### src/rtl/mbus_rr.sv
// Multi-master bus with round-robin arbitration, 4-bit page decode and one-cycle read return.
// Optional ownership timeout with per-master masking is enabled by defining MBUS_TIMEOUT_EN.
module mbus_rr #(
  parameter int NUM_M     = 2,
  parameter int NUM_S     = 2,
  parameter int AW        = 16,
  parameter int DW        = 32,
  parameter int TO_CYCLES = 16
) (
  input  logic                clk,
  input  logic                reset_n,
  input  logic [NUM_M-1:0]    m_req,
  input  logic [NUM_M-1:0]    m_wr,
  input  logic [NUM_M*AW-1:0] m_addr,
  input  logic [NUM_M*DW-1:0] m_dout,
  output logic [NUM_M-1:0]    m_grant,
  output logic [DW-1:0]       m_din,
  output logic [NUM_S-1:0]    s_sel,
  output logic                s_wr,
  output logic [AW-1:0]       s_addr,
  output logic [DW-1:0]       s_din,
  input  logic [NUM_S*DW-1:0] s_dout,
  output logic                dec_err,
  output logic                bus_to,
  output logic                fsm_state
);

  localparam int IW = (NUM_M > 1) ? $clog2(NUM_M) : 1;

  typedef enum logic {IDLE = 1'b0, OWN = 1'b1} state_t;

  // Handshake: m_req is a level held by a master for as long as it wants the bus;
  // m_grant is the registered answer, and the owner's signals pass straight through
  // to the slaves for every cycle its grant bit is high.
  state_t            state;
  logic [IW-1:0]     owner, last, winner;
  logic [NUM_M-1:0]  elig, elig_base, grant_vec;
  logic              found, own, owner_req, page_ok, release_bus, tmo;
  logic [3:0]        page, rd_page;
  logic              rd_pend;
  logic [DW-1:0]     din_q, rd_data;

  assign own       = (state == OWN);
  assign fsm_state = own;

  always_comb begin
    s_wr      = 1'b0;
    s_addr    = '0;
    s_din     = '0;
    owner_req = 1'b0;
    for (int i = 0; i < NUM_M; i++) begin
      if (own && owner == IW'(i)) begin
        s_wr      = m_wr[i];
        s_addr    = m_addr[i*AW +: AW];
        s_din     = m_dout[i*DW +: DW];
        owner_req = m_req[i];
      end
    end
  end

  assign page    = s_addr[AW-1 -: 4];
  assign page_ok = (int'(page) < NUM_S);

  always_comb begin
    s_sel   = '0;
    rd_data = '0;
    for (int j = 0; j < NUM_S; j++) begin
      s_sel[j] = own && (page == 4'(j));
      if (rd_page == 4'(j)) rd_data = s_dout[j*DW +: DW];
    end
  end

  // The slave answers in the cycle after the address; that cycle passes its data
  // through and also captures it, so m_din then holds until the next read.
  assign m_din = rd_pend ? rd_data : din_q;

  // Round-robin search starts just after the last owner; the current owner is never
  // its own successor, which matters only when it is being revoked by timeout.
  always_comb begin
    elig  = elig_base;
    found = 1'b0;
    winner = last;
    for (int i = 0; i < NUM_M; i++) begin
      if (own && owner == IW'(i)) elig[i] = 1'b0;
    end
    for (int k = 1; k <= NUM_M; k++) begin
      if (!found && elig[(int'(last) + k) % NUM_M]) begin
        found  = 1'b1;
        winner = IW'((int'(last) + k) % NUM_M);
      end
    end
    for (int i = 0; i < NUM_M; i++) grant_vec[i] = (winner == IW'(i));
  end

  assign release_bus = own && (!owner_req || tmo);

  always_ff @(posedge clk or negedge reset_n) begin
    if (!reset_n) begin
      state   <= IDLE;
      m_grant <= '0;
      owner   <= '0;
      last    <= IW'(NUM_M - 1);
      dec_err <= 1'b0;
      rd_page <= '0;
      rd_pend <= 1'b0;
      din_q   <= '0;
    end else begin
      dec_err <= own && !page_ok;
      rd_pend <= 1'b0;
      if (rd_pend) din_q <= rd_data;
      if (own && !s_wr) begin
        if (page_ok) begin
          rd_page <= page;
          rd_pend <= 1'b1;
        end else begin
          din_q <= '0;
        end
      end
      if (!own || release_bus) begin
        if (found) begin
          state   <= OWN;
          owner   <= winner;
          last    <= winner;
          m_grant <= grant_vec;
        end else begin
          state   <= IDLE;
          m_grant <= '0;
        end
      end
    end
  end

`ifdef MBUS_TIMEOUT_EN
  localparam int CW = $clog2(TO_CYCLES + 1);

  logic [CW-1:0]    to_cnt;
  logic [NUM_M-1:0] mask;

  assign tmo       = own && (to_cnt == CW'(TO_CYCLES - 1));
  assign elig_base = m_req & ~mask;

  // A revoked master stays masked until it lowers its request at least once.
  always_ff @(posedge clk or negedge reset_n) begin
    if (!reset_n) begin
      to_cnt <= '0;
      mask   <= '0;
      bus_to <= 1'b0;
    end else begin
      bus_to <= tmo;
      mask   <= (mask & m_req) | (tmo ? m_grant : '0);
      to_cnt <= (own && !release_bus) ? to_cnt + 1'b1 : '0;
    end
  end
`else
  // Ownership is unlimited; the comparison is constant false for any legal limit.
  assign tmo       = (TO_CYCLES < 0);
  assign elig_base = m_req;
  assign bus_to    = 1'b0;
`endif

endmodule

### config.mk
export PLATFORM = sky130hd
export DESIGN_NAME = mbus_rr
export DESIGN_NICKNAME = d
export VERILOG_FILES = /design/src/rtl/mbus_rr.sv
export SDC_FILE = /design/constraint.sdc
export NUM_CORES = 1
export LEC_CHECK = 0
export BUFFER_PORTS_ARGS = -buffer_cell sky130_fd_sc_hd__buf_2
export CAP_MARGIN = 40
export CORE_AREA = 2 2 98 100
export DETAILED_ROUTE_END_ITERATION = 16
export DIE_AREA = 0 0 100 102
export PLACE_DENSITY_LB_ADDON = 0.12
export SLEW_MARGIN = 30
export SYNTH_ARGS = -nofsm -noshare
export SYNTH_HDL_FRONTEND = slang
export SYNTH_SLANG_ARGS = --single-unit
### constraint.sdc
create_clock -name clk -period 3.3 [get_ports clk]
set_input_delay 0.825 -clock clk [delete_from_list [all_inputs] [get_ports clk]]
set_output_delay 0.825 -clock clk [all_outputs]
set_load 0.01 [all_outputs]
# ---- Yosys cells after proc, flatten, opt, wreduce, memory -nomap -nowiden
# Cells that the tools add are included.
dict set report op_classes {
  add_sub_neg 2
  magnitude_cmp 3
  n_eq_ne 2
  n_mux 29
  bitwise 4
  n_reduce_logical 18
}
# operator n
set op_table {}
lappend op_table {{$mux W32} 7}
lappend op_table {{$mux W16} 2}
lappend op_table {{$mux W1} 19}
lappend op_table {{$eq A4 B1 Y1 const B} 2}
lappend op_table {{$logic_and A1 B1 Y1} 8}
lappend op_table {{$logic_not A4 Y1} 2}
lappend op_table {{$lt A2 B3 Y1 const B} 2}
lappend op_table {{$logic_not A1 Y1} 5}
lappend op_table {{$lt A4 B2 Y1 const B} 1}
lappend op_table {{$reduce_and A2 Y1} 2}
lappend op_table {{$add A1 B1 Y1 const B} 2}
lappend op_table {{$and A1 B1 Y1 const A} 2}
lappend op_table {{$mux W2} 1}
lappend op_table {{$not A1 Y1} 2}
lappend op_table {{$logic_or A1 B1 Y1} 1}
dict set report totals {
  reg_bits 43
  out_inout_bits 88
  elab_cells 66
}

# ---- Logic depth before layout (Yosys ltp)
# Gate-level depths: netlist of the first run.
dict set report logic_depth {
  ltp_word 12
  depth_mapped 6
  ltp_nobuf 3
}

# ---- Worst setup path before layout of the first run
# No wires, ideal clock.
dict set report synth_timing {
  path_type {input-to-output}
  start {input m_addr[31]}
  end {output s_sel[1]}
  arrival_time_ps 1568
  setup_slack_ps 907
  path_stages 3
  path_buffers 0
  cell_sequence {nor4b_2 > nor2_1 > a21boi_0}
}
dict set report synth_between {
  elab_chain_cells 3
}
# element line_no
set synth_lines {}
lappend synth_lines {{start: declaration} 14} ;# input logic [NUM_M*AW-1:0] m_addr,
lappend synth_lines {{$mux W16} 52} ;# if (own && owner == IW'(i)) begin
lappend synth_lines {{$eq A4 B1 Y1} 68} ;# s_sel[j] = own && (page == 4'(j));
lappend synth_lines {{$logic_and A1 B1 Y1} 68}
lappend synth_lines {{end: declaration} 18} ;# output logic [NUM_S-1:0] s_sel,
# Every way passes these cells.

# ---- Worst setup path in the final report of the first run
# Same ends and word-level chain as after synthesis.

==> out/metrics.yaml, run 1 <==
worstMarginPinSlew_ps: 547.1
yosysMostFrequentCell: "nor2b_1"
antenna_found_initial: 0
num_rows: 35
die_x_um: 100
h-tree-depth: 2
synth_edf_count: 0
maxCapViolCount: 0
die-area_um2: 10200
place_hpwl_mm: 7.863
rsz0062_at_grt: "false"
synthDistinctLibCells: 26
grt_pass1_vias: 3146
ir_drop_v: 0.0002069
fmax_ghz: 0.3619
worstPathRequired_ps: 2470
post_cts_resized: 0
grt-ovfl-total: 0
dpl_cell_area_um2: 4602
grt_pass1_wl_mm: 14.73
initial_core_util_pct: 35.98
io_pins: 254
nNetsFinal: 775
startpoint_type: "primary input"
multi_input_area_um2: 2038
ys.flop_type: "dfrtp_1"
ys_ff_latch: 43
crit_arrival_ps: 1940
regArea_um2: 1079
fillers: 889
core_area_um2: 9109
critPathLaunch: "m_addr[31]"
netlist_top_cells_area: "dfrtp_1 32%, mux2i_1 15%, mux2_2 11%"
numCtsBuffers: 5
drt_first_pass_iters: 4
drc: 0
r2r_start: "fsm_state$_DFFE_PN0P_"
hold_class: "reg -> reg"
status: "finished, final reports clean"
slew_headroom_pct: 63.53
drtAntennaViolNets: 0
drt-initial-drc-count: 117
vias: 3434
clk_pin_slew_ps: 80
min-delay-start: "rd_page[1]$_DFFE_PN0P_"
period_minus_slack_ps: 2763
yosys.area.top_type: "dfrtp_1"
synth_area_um2: 3277
power.leakage_nw: 2.659
hold_viol_final: 0
end_kind: "primary output"
yosysWarnings: 0
drive_gt1_share_pct: 50.66
netlist_instances: 373
root_buffer: "clkbuf_8"
cts_tree: "yes"
post_drt_via_cell_ratio: 4.763
setup_viol: 0
cts_setup_buffers: 0
place.gp.congestion: 0.7662
power.density_nw_per_um2: 362.2
async_reset_ff_share_pct: 100.0
grt_util_all_layers_pct: 17.80
setup_tns_ps: 0
wl_mm: 9.774
yosys-top-cells-count: "50 x nor2b_1, 49 x mux2i_1, 42 x dfrtp_1"
wl_per_cell_um: 13.56
synth.yosys.seq_area_share_pct: 32.88
area.growth.synth_to_final_pct: 43.03
fin_crit_sh_pct: 83.74
finClkSkew_ps: 4.600
grt_max_degree: 44
slew_violations: 0
hold_buffers: 0
die_h_um: 102
cp_max_fo: 3
synth_area_per_cell_um2: 8.785
synth_nets: 539
crit_type: "in -> out"
clkSinkCount: 43
clk_latency_ps: 280
port_buffers: 252
synthDominantCellAreaShare_pct: 32.07
diodes: 0
fin_area_um2: 4687
clk_path_buf_depth: 2
critical path, cell delays in order:
cell and delay (ps):
buf_2 110, nor4b_2 460, nor2_1 180, a21boi_0 200, buf_2 160
state kept, by name (all words and copies together), names as in the netlist:
signal and flops:
dec_err 1, din_q 32, fsm_state 1, last 1, m_grant 2, owner 1
rd_page 4, rd_pend 1
report_power, final:
part	internal, mW	switching (mW)	leakage [nW]
logic	0.405	0.380	2.04
registers	0.571	0.0232	0.578
clock network	0.148	0.170	0.0412
metrics by stage:
stage,power [mW],std cells,util (%),hold slack [ps],worst slack (ps)
2_1_floorplan,1.126,373,-,454.5,907.2
3_3_place_gp,1.391,713,50.49,490.8,517.9
3_5_place_dp,1.399,713,50.52,494.6,513.6
4_1_cts,1.731,721,51.46,517.8,509.2
5_1_grt,1.819,721,51.46,538.7,366.1
6_report,1.698,721,51.46,513.7,536.6
kinds of logic after synthesis:
logic type	synth area share (%)
mux	26.31
other cells	0.1144
flops	32.88
buf+inv	5.536
simple gates	27.87
compound gates	7.293
area by class of cell:
| type | instances | area share, % |
|---|---|---|
| clock inverters | 2 | 0.2670 |
| repair buffers | 262 | 28.56 |
| multi-input cells | 295 | 43.49 |
| clock buffers | 6 | 1.548 |
| inverters | 2 | 0.1602 |
| well taps | 111 | 2.963 |
| flip-flops and latches | 43 | 23.01 |
final timing paths:
path	to	slack (ps)	cells past startpoint
worst max-delay path	s_sel[1]	540	5
worst min-delay path	rd_page[1]$_DFFE_PN0P_	510	1
worst max register to register	din_q[8]$_DFF_PN0_	1460	4
worst min register to register	rd_page[1]$_DFFE_PN0P_	510	1
max in group asynchronous	owner$_DFFE_PN0P_	2380	1
min in group asynchronous	din_q[7]$_DFF_PN0_	520	1
metal layers:
metal	wire, um	up-vias	global-route usage [%]	part of all wire, %
met5	0	-	0	0
met4	89	0	3.688	0.91
met3	706	8	4.104	7.2
met2	5019	149	31.81	51
met1	3957	1548	22.14	40
li1	-	1729	-	-
placed cells by master (no fill, tap or decap), types with 2 or more instances in the layout:
| master | n |
|---|---|
| buf_2 | 251 |
| nor2b_1 | 50 |
| mux2i_1 | 49 |
| dfrtp_1 | 41 |
| a21oi_1 | 39 |
| nand2_1 | 38 |
| nand2b_1 | 34 |
| mux2_2 | 33 |
| nand3_1 | 32 |
| buf_4 | 11 |
| clkbuf_8 | 5 |
| and2_1 | 4 |
| o21ai_0 | 4 |
| nor2_1 | 3 |
| inv_1 | 2 |
(Power assumes the default switching activity.)
==> run 2: changes to the inputs <==
clock period = 2.45 ns   (was 3.3 ns; I/O delays follow)
==> out/metrics.yaml, run 2 (synthesized netlist as in run 1, its figures left out) <==
num_rows: 35  # unchanged
grtUsageMet3_pct: 4.514  # was 4.104%
maxCapViolCount: 0  # unchanged
fin_crit_sh_pct: 92.30
clk_path_buf_depth: 2  # unchanged
internal_power_mw: 1.536  # was 1.124 mW
clk_latency_ps: 280  # about the same
port_buffers: 252  # unchanged
die-area_um2: 10200  # unchanged
hold_viol_final: 0  # unchanged
grtUsageMet2_pct: 32.48  # was 31.81%
largest_reg_flops: 32  # unchanged
initial_core_util_pct: 35.98  # unchanged
antenna_found_initial: 0  # unchanged
clk_pin_slew_ps: 80  # about the same
top_usage_layer: "met2"  # unchanged
worstPathRequired_ps: 1840  # was 2470 ps
setup_viol: 0  # unchanged
layout_commonest_cell: "buf_2"  # unchanged
power_switching_share_pct: 33.74  # was 33.78%
vias: 3372  # was 3434
die_h_um: 102  # unchanged
cts_tree: "yes"  # unchanged
startpoint_type: "flip-flop"  # was primary input
end_kind: "primary output"  # unchanged
hold_buffers: 0  # unchanged
crit_arrival_ps: 1650  # was 1940 ps
io_pins: 254  # unchanged
power.density_nw_per_um2: 489.0  # was 362.2 nW/um2
cts_setup_buffers: 0  # unchanged
wl_mm: 9.697  # was 9.774 mm
rsz0062_at_grt: "false"  # unchanged
post_drt_via_cell_ratio: 4.657  # was 4.763
grt_pass1_wl_mm: 14.95  # was 14.73 mm
drt-initial-drc-count: 63  # was 117
diodes: 0  # unchanged
nNetsFinal: 779  # was 775
gr-usage-met1_pct: 21.76  # was 22.14%
fmax_ghz: 0.4422
power.leakage_nw: 2.688  # was 2.659 nW
clkSinkCount: 43  # unchanged
period_minus_slack_ps: 2261
setup_tns_ps: 0  # unchanged
hold_class: "in -> async"  # was reg -> reg
area.growth.synth_to_final_pct: 44.67  # was 43.03%
drive_gt1_share_pct: 51.06  # was 50.66%
h-tree-depth: 2  # unchanged
drt_first_pass_iters: 4  # unchanged
slew_headroom_pct: 63.37  # was 63.53%
top_regs: "din_q (32), rd_page (4), m_grant (2)"  # unchanged
root_buffer: "clkbuf_8"  # unchanged
place.gp.congestion: 0.7816  # was 0.7662
status: "finished, final reports clean"  # unchanged
ir_drop_v: 0.0003434  # was 0.0002069 V
die_x_um: 100  # unchanged
grt_max_degree: 65  # was 44
cp_max_fo: 13  # was 3
worstMarginPinSlew_ps: 549.5  # was 547.1 ps
grt_util_all_layers_pct: 18.05  # was 17.80%
core_area_um2: 9109  # unchanged
crit_type: "reg -> out"  # was in -> out
grt-ovfl-total: 0  # unchanged
combPwrFrac_pct: 46.7  # was 46.2%
place_hpwl_mm: 7.678  # was 7.863 mm
grt_pass1_vias: 3230  # was 3146
fin_ws_ps: 188.5  # was 536.6 ps
wl_per_cell_um: 13.39  # was 13.56 um
power.share.sequential_pct: 34.7  # was 35.0%
pwr-share-clk_pct: 18.6  # was 18.8%
top_register: "din_q"  # unchanged
dp_slack_ps: 328.1  # was 513.6 ps
drc: 0  # unchanged
drtAntennaViolNets: 0  # unchanged
finClkSkew_ps: 3.844  # was 4.600 ps
slew_violations: 0  # unchanged
final_cell_mix: "252 x buf_2, 50 x nor2b_1, 49 x mux2i_1"  # was 251 x buf_2, 50 x nor2b_1, 49 x mux2i_1
numCtsBuffers: 5  # unchanged
p_sw_mw: 0.7821  # was 0.5734 mW
==> run 2: cell count changes in the layout (fill, tap and decap cells not counted) <==
cell	previous run	this run
buf_6	0	1
clkbuf_1	1	0
clkinv_4	0	1
buf_12	0	2
clkinvlp_4	1	0
buf_2	251	252
==> run 2: power groups by stage <==
stage                     logic (mW)  clock network [mW]  registers (mW)
after global routing            1.19               0.496           0.813
after floorplan                0.712                   0           0.804
after detailed placement        1.09                   0           0.819
final                           1.08               0.430           0.805
after global placement          1.08                   0           0.817
after CTS                       1.10               0.463           0.805
==> run 2: final timing paths <==
check	startpoint	end	slack [ps]	cells past startpoint
worst max-delay path	owner$_DFFE_PN0P_	s_sel[1]	190	4
worst min-delay path	reset_n	din_q[7]$_DFF_PN0_	390	2
worst max register to register	owner$_DFFE_PN0P_	din_q[11]$_DFF_PN0_	680	5
worst min register to register	rd_page[2]$_DFFE_PN0P_	rd_page[2]$_DFFE_PN0P_	510	1
max in group asynchronous	reset_n	owner$_DFFE_PN0P_	1650	2
min in group clk	rd_page[2]$_DFFE_PN0P_	rd_page[2]$_DFFE_PN0P_	510	1
==> run 2: critical path: stages, from the launching register on <==
cell	delay [ps]
dfrtp_2	540
nor4_2	360
nor2_1	140
a21boi_0	170
buf_2	150
==> run 2: area by class of cell <==
| type | count | area (um2) |
|---|---|---|
| Fill cell | 886 | 4368 |
| Multi-Input combinational cell | 295 | 2038 |
| Timing Repair Buffer | 266 | 1395 |
| Sequential cell | 43 | 1079 |
| Tap cell | 111 | 138.9 |
| Clock buffer | 5 | 68.82 |
| Clock inverter | 2 | 13.76 |
| Inverter | 2 | 7.507 |
==> run 2: what timing repair did <==
action | CTS | global route
endpoints found under the hold margin | 0 | 0
setup endpoints to repair | 0 | 3
gates resized for setup | 0 | 1
==> run 2: metrics by stage <==
step	power [mW]	hold slack [ps]	utilization, %	cells	instance area (um2)
final	2.318	393.9	52.05	724	4741
after global routing	2.504	424.0	52.05	724	4741
after detailed placement	1.914	492.9	51.10	717	4654
after global placement	1.899	491.0	51.10	717	4654
after floorplan	1.516	316.9	-	373	3277
after CTS	2.368	404.4	52.01	724	4737
==> run 2: layer usage <==
| metal | wire (um) | share of wire, % |
|---|---|---|
| met4 | 127 | 1.3 |
| met3 | 698 | 7.2 |
| met5 | 0 | 0 |
| met1 | 3840 | 40 |
| met2 | 5030 | 52 |
